--- src/rtl/gpu_reset_sequencer_if.sv ---
// Signal bundle between the GPU reset sequencer and its environment.
// The slave modport is the sequencer's view; the master modport drives its inputs.
interface gpu_reset_sequencer_if;
    logic       locked;
    logic       btn_in;
    logic       heartbeat;
    logic       gpu_rst_n;
    logic       gpu_ena;
    logic [1:0] state_o;
    logic [7:0] restart_cnt;

    modport master (
        output locked,
        output btn_in,
        output heartbeat,
        input  gpu_rst_n,
        input  gpu_ena,
        input  state_o,
        input  restart_cnt
    );

    modport slave (
        input  locked,
        input  btn_in,
        input  heartbeat,
        output gpu_rst_n,
        output gpu_ena,
        output state_o,
        output restart_cnt
    );
endinterface

--- src/rtl/gpu_reset_sequencer.sv ---
// GPU reset sequencer: waits for a stable clock lock, holds the GPU in reset, then enables it.
// Optional heartbeat watchdog is compiled in with the macro GPU_SEQ_WATCHDOG_EN.
module gpu_reset_sequencer #(
    parameter int unsigned LOCK_STABLE = 16,
    parameter int unsigned RST_HOLD    = 8,
    parameter int unsigned DEBOUNCE    = 4,
    parameter int unsigned WDT_TIMEOUT = 1024
) (
    input  logic                  clk,
    input  logic                  reset,
    gpu_reset_sequencer_if.slave  bus
);

    typedef enum logic [1:0] {
        WAIT_LOCK = 2'd0,
        STABLE    = 2'd1,
        HOLD_RST  = 2'd2,
        RUN       = 2'd3
    } state_t;

    localparam logic [15:0] STABLE_LAST = 16'(LOCK_STABLE - 1);
    localparam logic [15:0] HOLD_LAST   = 16'(RST_HOLD - 1);
    localparam logic [7:0]  DEB_LAST    = 8'(DEBOUNCE - 1);
    localparam logic [7:0]  RESTART_MAX = 8'hFF;

    logic        locked_meta_r;
    logic        locked_sync_r;
    logic        btn_meta_r;
    logic        btn_sync_r;
    logic [7:0]  deb_cnt_r;
    logic        btn_clean_s;
    state_t      state_r;
    state_t      state_next_s;
    logic [15:0] cnt_r;
    logic        cnt_clear_s;
    logic        gpu_rst_n_r;
    logic        gpu_ena_r;
    logic [7:0]  restart_cnt_r;

    // Two-flop synchronizers for the asynchronous lock and button pins.
    always_ff @(posedge clk) begin
        if (reset) begin
            locked_meta_r <= 1'b0;
            locked_sync_r <= 1'b0;
            btn_meta_r    <= 1'b0;
            btn_sync_r    <= 1'b0;
        end else begin
            locked_meta_r <= bus.locked;
            locked_sync_r <= locked_meta_r;
            btn_meta_r    <= bus.btn_in;
            btn_sync_r    <= btn_meta_r;
        end
    end

    // Debounce counter: counts consecutive high samples, saturating one short of acceptance.
    always_ff @(posedge clk) begin
        if (reset) begin
            deb_cnt_r <= 8'd0;
        end else if (!btn_sync_r) begin
            deb_cnt_r <= 8'd0;
        end else if (deb_cnt_r != DEB_LAST) begin
            deb_cnt_r <= deb_cnt_r + 8'd1;
        end else begin
            deb_cnt_r <= deb_cnt_r;
        end
    end

    // The current high sample completes the run, so a low sample drops btn_clean immediately.
    assign btn_clean_s = btn_sync_r && (deb_cnt_r == DEB_LAST);

`ifdef GPU_SEQ_WATCHDOG_EN
    localparam logic [15:0] WDT_LAST = 16'(WDT_TIMEOUT - 1);

    logic        hb_d_r;
    logic        hb_edge_s;
    logic [15:0] wdt_cnt_r;
    logic        wdt_expire_s;

    // Delayed heartbeat copy for edge detection.
    always_ff @(posedge clk) begin
        if (reset) begin
            hb_d_r <= 1'b0;
        end else begin
            hb_d_r <= bus.heartbeat;
        end
    end

    assign hb_edge_s    = bus.heartbeat ^ hb_d_r;
    assign wdt_expire_s = (state_r == RUN) && (wdt_cnt_r == WDT_LAST);

    // Watchdog window counter; parked at zero outside RUN so every RUN entry starts fresh.
    always_ff @(posedge clk) begin
        if (reset) begin
            wdt_cnt_r <= 16'd0;
        end else if (state_r != RUN) begin
            wdt_cnt_r <= 16'd0;
        end else if (hb_edge_s || (state_next_s != RUN)) begin
            wdt_cnt_r <= 16'd0;
        end else begin
            wdt_cnt_r <= wdt_cnt_r + 16'd1;
        end
    end
`else
    logic unused_heartbeat_s;
    localparam int unsigned unused_wdt_timeout = WDT_TIMEOUT;

    assign unused_heartbeat_s = bus.heartbeat;
`endif

    // Next-state logic; lock loss is tested first in every state so it overrides all else.
    always_comb begin
        state_next_s = state_r;
        cnt_clear_s  = 1'b0;
        case (state_r)
            WAIT_LOCK: begin
                if (locked_sync_r) begin
                    state_next_s = STABLE;
                end else begin
                    state_next_s = WAIT_LOCK;
                end
            end
            STABLE: begin
                if (!locked_sync_r) begin
                    state_next_s = WAIT_LOCK;
                end else if (cnt_r == STABLE_LAST) begin
                    state_next_s = HOLD_RST;
                end else begin
                    state_next_s = STABLE;
                end
            end
            HOLD_RST: begin
                if (!locked_sync_r) begin
                    state_next_s = WAIT_LOCK;
                end else if (btn_clean_s) begin
                    state_next_s = HOLD_RST;
                    cnt_clear_s  = 1'b1;
                end else if (cnt_r == HOLD_LAST) begin
                    state_next_s = RUN;
                end else begin
                    state_next_s = HOLD_RST;
                end
            end
            RUN: begin
                if (!locked_sync_r) begin
                    state_next_s = WAIT_LOCK;
                end else if (btn_clean_s) begin
                    state_next_s = HOLD_RST;
`ifdef GPU_SEQ_WATCHDOG_EN
                end else if (wdt_expire_s) begin
                    state_next_s = HOLD_RST;
`endif
                end else begin
                    state_next_s = RUN;
                end
            end
            default: begin
                state_next_s = WAIT_LOCK;
            end
        endcase
    end

    // State register and per-state dwell counter.
    always_ff @(posedge clk) begin
        if (reset) begin
            state_r <= WAIT_LOCK;
            cnt_r   <= 16'd0;
        end else begin
            state_r <= state_next_s;
            if ((state_next_s != state_r) || cnt_clear_s) begin
                cnt_r <= 16'd0;
            end else begin
                cnt_r <= cnt_r + 16'd1;
            end
        end
    end

    // Outputs decoded from the next state so the flops track the state register exactly.
    always_ff @(posedge clk) begin
        if (reset) begin
            gpu_rst_n_r <= 1'b0;
            gpu_ena_r   <= 1'b0;
        end else begin
            gpu_rst_n_r <= (state_next_s == RUN);
            gpu_ena_r   <= (state_next_s == RUN);
        end
    end

    // Saturating count of RUN exits; reset has priority so an aborted RUN is not counted.
    always_ff @(posedge clk) begin
        if (reset) begin
            restart_cnt_r <= 8'd0;
        end else if ((state_r == RUN) && (state_next_s != RUN) && (restart_cnt_r != RESTART_MAX)) begin
            restart_cnt_r <= restart_cnt_r + 8'd1;
        end else begin
            restart_cnt_r <= restart_cnt_r;
        end
    end

    assign bus.gpu_rst_n   = gpu_rst_n_r;
    assign bus.gpu_ena     = gpu_ena_r;
    assign bus.state_o     = state_r;
    assign bus.restart_cnt = restart_cnt_r;

endmodule

--- src/flat_wrapper.sv ---
// flat-port wrapper written by rule: the top's interface ports become plain ports
module gpu_reset_sequencer_flat 
#(
    parameter int unsigned LOCK_STABLE = 16,
    parameter int unsigned RST_HOLD    = 8,
    parameter int unsigned DEBOUNCE    = 4,
    parameter int unsigned WDT_TIMEOUT = 1024
)
  (clk, reset, bus_locked, bus_btn_in, bus_heartbeat, bus_gpu_rst_n, bus_gpu_ena, bus_state_o, bus_restart_cnt);
  gpu_reset_sequencer_if bus_i ();
  input  logic clk;
  input  logic reset;
  input wire logic [$bits(bus_i.locked)-1:0] bus_locked;
  input wire logic [$bits(bus_i.btn_in)-1:0] bus_btn_in;
  input wire logic [$bits(bus_i.heartbeat)-1:0] bus_heartbeat;
  output wire logic [$bits(bus_i.gpu_rst_n)-1:0] bus_gpu_rst_n;
  output wire logic [$bits(bus_i.gpu_ena)-1:0] bus_gpu_ena;
  output wire logic [$bits(bus_i.state_o)-1:0] bus_state_o;
  output wire logic [$bits(bus_i.restart_cnt)-1:0] bus_restart_cnt;
  assign bus_i.locked = bus_locked;
  assign bus_i.btn_in = bus_btn_in;
  assign bus_i.heartbeat = bus_heartbeat;
  assign bus_gpu_rst_n = bus_i.gpu_rst_n;
  assign bus_gpu_ena = bus_i.gpu_ena;
  assign bus_state_o = bus_i.state_o;
  assign bus_restart_cnt = bus_i.restart_cnt;
  gpu_reset_sequencer #(.LOCK_STABLE(LOCK_STABLE), .RST_HOLD(RST_HOLD), .DEBOUNCE(DEBOUNCE), .WDT_TIMEOUT(WDT_TIMEOUT)) u_core (.clk(clk), .reset(reset), .bus(bus_i));
endmodule
--- config.mk ---
export PLATFORM = sky130hd
export DESIGN_NAME = gpu_reset_sequencer_flat
export DESIGN_NICKNAME = d
export VERILOG_FILES = /design/src/rtl/gpu_reset_sequencer_if.sv /design/src/rtl/gpu_reset_sequencer.sv /design/src/flat_wrapper.sv
export SDC_FILE = /design/constraint.sdc
export NUM_CORES = 1
export LEC_CHECK = 0
export CORE_ASPECT_RATIO = 1.1
export CORE_MARGIN = 4
export CORE_UTILIZATION = 56
export CTS_BUF_LIST = sky130_fd_sc_hd__clkbuf_4 sky130_fd_sc_hd__clkbuf_8 sky130_fd_sc_hd__clkbuf_16
export DETAILED_ROUTE_END_ITERATION = 10
export PLACE_DENSITY = 0.87
export SYNTH_ARGS = -nofsm -noshare
export SYNTH_HDL_FRONTEND = slang
export SYNTH_SLANG_ARGS = --single-unit
--- constraint.sdc ---
create_clock -name clk -period 2.13 [get_ports clk]
set_input_delay 0.426 -clock clk [delete_from_list [all_inputs] [get_ports clk]]
set_output_delay 0.426 -clock clk [all_outputs]
set_load 0.02 [all_outputs]
==> summary.md, run 1 <==
| Metric | Value |
|---|---|
| CP max FO | `11` |
| Yosys reg bits | `39` |
| # nets final | `232` |
| Clock Skew | `4.35 ps` |
| IO buf count | `15` |
| CP Class | `reg2out` |
| Die H | `69.6 um` |
| Share of layout cells above drive strength 1 | `0.160` |
| Die area | `4460 um^2` |
| Pins Over Slew Limit | `0` |
| Tcrit/Tclk final | `0.928` |
| Post-DP HPWL | `roughly 2600 um` |
| FMAX | `between 500 and 600 MHz` |
| Largest net degree at the start of global routing | `17` |
| First-pass detailed-route iteration total | `4` |
| Worst skew pair latency | `350 ps` |
| Clock Sinks | `39` |
| Endpoint type of the worst setup path | `output port` |
| Total global-route track usage | `0.190` |
| DRT iter0 DRCs | `61` |
| Slowest library cell on the worst path | `clkdlybuf4s50_1` |
| H-tree levels | `2` |
| Unique masters post-synth | `44` |
| Cell breakdown of the critical path | `clkdlybuf4s50_1` |
| Setup_tns | `0 ps` |
| Static leakage power | `~0.73 nW` |
| EDFF count, synth | `0` |
| Drt via density | `5.69` |
| Total grt overflow | `0` |
| Register area share after synthesis | `0.404` |
| Max-cap violations | `0` |
| Core Util, Final | `0.664` |
| RSZ-0062 raised after global routing | `no` |
| ANT nets after route | `0` |
| Clock Path Buffers | `2` |
| Area grow syn2layout | `14.4%` |
| HP Class | `reg2reg` |
| Least-Margin Pin Slew | `502 ps` |
| Rows | `22` |
| Status | `finished clean` |
| Synth Cell Area | `1930 um^2` |
| Final Hold Viols | `0` |
| Worst path max stage delay | `670 ps` |
| Pre-CTS setup slack | `201 ps` |
| Clock-pin slew on the worst setup and hold paths | `120 ps` |
| Detailed-route via count | `about 1,600` |
| Post-route DRC | `0` |
| Fill cell count | `258` |
| GP Congestion | `0.853` |
| YS warnings | `0` |
| Setup violators final | `0` |
| Synth top cells by count | `dfxtp_1 (39), nand3_1 (13), nor2_1 (13)` |
| CTS Buf Count | `5` |
| Setup bufs post-CTS | `0` |
| Mapped Avg Cell Area | `~9.6 um^2` |
| FFs w/ async S/R, synth | `0` |
| Req. time, crit path | `1700 ps` |
| Ports | `17` |
| Initial antenna violation count | `0` |
| Chip width | `between 60 and 70 um` |
| Routed WL | `3680 um` |
| Hold-fix buffers, CTS | `0` |
| Post-route setup slack | `152 ps` |
| CP Launch Type | `flip-flop` |
| Initial core utilization | `0.580` |
| Top cells by area, synth | `dfxtp_1 (40%), xnor2_1 (5.4%), nor3_2 (5.2%), xor2_1 (4.1%), nand3_1 (3.4%)` |
| Buf/Inv on CP | `1` |
| PD cells | `544 nW/um^2` |
| Max_slew headroom | `0.663` |
| Final min period | `1980 ps` |
| Top-count cell post-synth | `dfxtp_1` |
| # resized after CTS | `0` |
| First-pass GRT wire length | `just under 7000 um` |
| Root Driver | `clkbuf_4` |
| Dominant synthesized flop cell | `dfxtp_1` |
| Cell family with most CP delay | `buffers and inverters` |
| Vias in the first global route | `approximately 1,500` |
| CTS tree | `built` |
| N_diodes | `0` |
| Post-Syn Instances | `201` |
| Synthesized Nets | `209` |
| Peak supply drop | `approximately 0.4 mV` |
| Yosys top cell area share | `0.404` |
| Critical path arrival | `approximately 1600 ps` |
| Core ar. | `3330 um^2` |
| WL per Instance | `13.5 um` |
| Synth area leader | `dfxtp_1` |
[logic make-up (layout without fill, tap and decap cells)]
kind of cell               count (synthesis)  after routing  synth area share
adders and majority gates                  3              3            0.0194
xor gates and xnor gates                  21             21            0.0951
muxes                                      2              2            0.0110
and+or+nand+nor                          100            100             0.332
DFF                                       39             39             0.404
buffers and inverters                     11             35            0.0350
AOI/OAI and AO/OA                         25             25             0.104
[power breakdown]
group / total [mW] / internal (mW) / switching (mW) / leakage, nW
registers: 0.751 / 0.740 / 0.0111 / 0.316
logic: 0.0809 / 0.0359 / 0.0450 / 0.377
clock network: 0.373 / 0.123 / 0.250 / 0.0347
total: 1.20 / 0.899 / 0.306 / 0.727
[path summary, 6_finish.rpt]
| check | from | end | slack (ps) | cells after the start |
|---|---|---|---|---|
| min | u_core.locked_meta_r | u_core.locked_sync_r | 450 | 1 |
| max | u_core.bus.state_o[1] | bus_state_o[1] | 150 | 1 |
| min reg2reg | u_core.locked_meta_r | u_core.locked_sync_r | 450 | 1 |
| max reg2reg | u_core.deb_cnt_r[0] | u_core.bus.restart_cnt[6] | 190 | 5 |
[layer usage]
layer	vias to the layer above	track usage	part of all wire	routed length, um
li1	780	-	-	-
met1	737	0.256	0.47	1740
met2	30	0.287	0.48	1760
met3	6	0.0567	0.034	127
met4	0	0.0647	0.014	53
met5	-	0	0	0
[area by class of cell]
class	instances	area (um^2)	area share
Multi-Input combinational cell	151	1080	0.490
Sequential cell	39	781	0.353
Timing Repair Buffer	22	215	0.0973
Tap cell	48	60.1	0.0271
Clock buffer	5	37.5	0.0170
Inverter	5	18.8	0.00848
Clock inverter	3	15.0	0.00679
[metrics by stage]
stage	std cells	instance area, um^2	power [mW]	hold WS, ps
6_report	273	2210	1.20	453
5_1_grt	273	2210	1.26	470
4_1_cts	273	2210	1.21	457
3_5_place_dp	265	2160	0.848	430
3_3_place_gp	265	2160	0.845	422
2_1_floorplan	201	1930	0.819	414
[sequential cells by signal, summed over array words and instances (netlist names)]
signal                  cells
u_core.locked_meta_r        1
u_core.bus.restart_cnt      8
u_core.deb_cnt_r            8
u_core.bus.gpu_rst_n        1
u_core.btn_meta_r           1
u_core.btn_sync_r           1
u_core.locked_sync_r        1
u_core.bus.state_o          2
u_core.cnt_r               16
[layout by cell type, fill, tap and decap left out, types with 3 or more instances in the layout]
cell             instances
dfxtp_1                 39
clkdlybuf4s50_1         15
nand3_1                 13
nor2_1                  13
nand2_1                 12
xnor2_1                 12
nor3_2                  10
nor3_1                   9
xor2_1                   9
nand4_1                  8
a21oi_1                  7
nor2b_1                  6
buf_4                    6
o31ai_1                  5
inv_1                    5
nor4_1                   5
clkbuf_4                 5
or4_1                    4
and2_1                   3
nand2b_1                 3
ha_1                     3
clkinv_2                 3
No activity file was read; power rests on OpenSTA's default activity.
==> inputs of run 2 (changes only) <==
CORE_MARGIN = not set   (was 4)
==> run 2 against run 1 <==
Net effect: critical path depth increased by 4; combinational power shrank 4.8%; utilization increased by 0.25 points; wire length down 3.1%; sequential cell count is the same; sequential share of layout area up 0.16 points; maximum frequency is 1.5% lower; global-route usage rose by 3.2 points; via count down 0.84%; clock skew rose by 3.4 ps; sequential power barely moved; first-iteration DRC count shrank 25%; largest cell class unchanged; largest power group unchanged.
==> summary.md, run 2 (synthesis results as in run 1) <==
| Metric | Value |
|---|---|
| Commonest cells after routing, fill and taps aside | `dfxtp_1 (39), clkdlybuf4s50_1 (15), nand3_1 (13), nor2_1 (13)` |
| Root Driver | `clkbuf_4` |
| Ports | `17 (unchanged)` |
| Critical path arrival | `2270 ps (+720 ps)` |
| CP max FO | `13 (+2)` |
| Detailed-route via count | `1,540 (-0.84%)` |
| Setup_tns | `0 ps (unchanged)` |
| Hold-fix buffers, CTS | `0 (unchanged)` |
| WL per Instance | `13.7 um (+1.4%)` |
| Pins Over Slew Limit | `0 (unchanged)` |
| First-pass detailed-route iteration total | `4 (unchanged)` |
| Internal | `0.929 mW (+3.4%)` |
| Chip width | `58.0 um (-9.4%)` |
| Clock Skew | `7.71 ps (+3.36 ps)` |
| RSZ-0062 raised after global routing | `no` |
| Die H | `63.6 um (-8.6%)` |
| CTS Buf Count | `5 (unchanged)` |
| FMAX | `498 MHz (-1.5%)` |
| Switching Fraction | `0.238 (-0.0159)` |
| Non-Filler Instances | `261 (-4.4%)` |
| HP Class | `reg2reg` |
| Area of the multi-input gates | `1080 um^2 (unchanged)` |
| Share of layout cells above drive strength 1 | `0.160 (unchanged)` |
| Logic gate share of total power | `0.063 (-0.004)` |
| Total global-route track usage | `0.222 (+0.0317)` |
| Clock Sinks | `39 (unchanged)` |
| Biggest register | `u_core.cnt_r` |
| Sw Pwr | `0.290 mW (-5.1%)` |
| Clock Path Buffers | `2 (unchanged)` |
| CP Launch Type | `flip-flop` |
| Met3 usage | `0.0554 (-0.00128)` |
| Max_slew headroom | `0.663 (about the same)` |
| Pwr Total | `1.22 mW (+1.2%)` |
| Drt via density | `5.90 (+3.7%)` |
| Met1 Use GR | `0.244 (-0.0121)` |
| Setup bufs post-CTS | `0 (unchanged)` |
| CTS tree | `built` |
| Least-Margin Pin Slew | `502 ps (-0.0152 ps)` |
| ANT nets after route | `0 (unchanged)` |
| Die area | `3690 um^2 (-17%)` |
| Post-DP HPWL | `2600 um (-1.6%)` |
| CP Class | `reg2reg` |
| Initial core utilization | `0.585 (+0.00484)` |
| Dpl cell area | `2140 um^2 (-0.70%)` |
| # nets final | `232 (unchanged)` |
| PD cells | `554 nW/um^2 (+1.7%)` |
| Static leakage power | `0.728 nW (+0.15%)` |
| Final instance area | `2200 um^2 (-0.45%)` |
| Largest net degree at the start of global routing | `17 (unchanged)` |
| Rows | `22 (unchanged)` |
| DRT iter0 DRCs | `46 (-25%)` |
| Initial antenna violation count | `0 (unchanged)` |
| GP Congestion | `0.791 (-7.3%)` |
| Peak supply drop | `0.407 mV (+4.6%)` |
| Total grt overflow | `0 (unchanged)` |
| Endpoint type of the worst setup path | `flip-flop` |
| H-tree levels | `2 (unchanged)` |
| Hold slack | `465 ps (+12.3 ps)` |
| Req. time, crit path | `2390 ps (+690 ps)` |
| R2R Setup Slk | `120 ps (-70 ps)` |
| Post-placement cell count | `253 (-4.5%)` |
| Tcrit/Tclk final | `0.942 (+0.0140)` |
| First-pass GRT wire length | `6310 um (-8.0%)` |
| Most Crowded Layer GR | `met2` |
| Fill cell count | `261 (+1.2%)` |
| # resized after CTS | `0 (unchanged)` |
| Met2 usage | `0.389 (+0.102)` |
| Sequential Power Share | `0.618 (-0.005)` |
| Final Hold Viols | `0 (unchanged)` |
| Vias in the first global route | `1,492 (-1.8%)` |
| Max-cap violations | `0 (unchanged)` |
| FF+latch area | `781 um^2 (unchanged)` |
| Max reg flops | `16 (unchanged)` |
| Commonest non-fill, non-tap cell in the layout | `dfxtp_1` |
| Status | `finished clean` |
| Clk pwr share | `0.319 (+0.010)` |
| Area grow syn2layout | `13.9%` |
| Clock-pin slew on the worst setup and hold paths | `110 ps (about the same)` |
| IO buf count | `15 (unchanged)` |
| Worst skew pair latency | `350 ps (about the same)` |
| Core ar. | `3300 um^2 (-0.83%)` |
| Post-route DRC | `0 (unchanged)` |
| N_diodes | `0 (unchanged)` |
| Final min period | `2010 ps (+29.8 ps)` |
| Routed WL | `3570 um (-3.1%)` |
| Setup violators final | `0 (unchanged)` |
==> run 2: cell count changes in the layout (fill, tap and decap cells not counted), sizes merged <==
cell / before / now
clkbuf: 5 / 7
clkinv: 3 / 1
==> run 2: power groups by stage <==
stage	sequential [mW]	clock, mW	combinational (mW)
global placement	0.769	0	0.0754
CTS	0.753	0.398	0.0776
detailed placement	0.770	0	0.0772
finish	0.753	0.389	0.0770
global route	0.755	0.430	0.0846
floorplan	0.767	0	0.0526
==> run 2: stage by stage <==
stage	utilization	setup slack, ps
5_1_grt	0.667	21.2
2_1_floorplan	-	224
3_5_place_dp	0.649	125
3_3_place_gp	0.649	190
6_report	0.667	123
4_1_cts	0.667	104
==> run 2: area by class of cell <==
cell class,count,area share
Sequential cell,39,0.355
Tap cell,36,0.0205
Timing Repair Buffer,22,0.0977
Multi-Input combinational cell,151,0.493
Inverter,5,0.00852
Clock buffer,7,0.0239
Clock inverter,1,0.00227
==> run 2: routing by layer <==
| metal | share of wire | vias up | routed length (um) |
|---|---|---|---|
| li1 | - | 784 | - |
| met1 | 0.43 | 726 | 1530 |
| met2 | 0.52 | 23 | 1850 |
| met3 | 0.033 | 7 | 117 |
| met4 | 0.021 | 0 | 76 |
| met5 | 0 | - | 0 |
==> run 2: worst paths after layout <==
path | depth (start not counted) | from | end
worst max register to register | 5 | u_core.deb_cnt_r[1] | u_core.bus.restart_cnt[6]
worst max-delay path | 5 | u_core.deb_cnt_r[1] | u_core.bus.restart_cnt[6]
worst min-delay path | 1 | u_core.btn_meta_r | u_core.btn_sync_r
worst min register to register | 1 | u_core.btn_meta_r | u_core.btn_sync_r
==> run 2: critical path, stage by stage (launching register included) <==
cell and delay, ps:
dfxtp_1 410, ha_1 260, nor4b_4 290, a21boi_2 210, or4_1 530, o211a_1 220
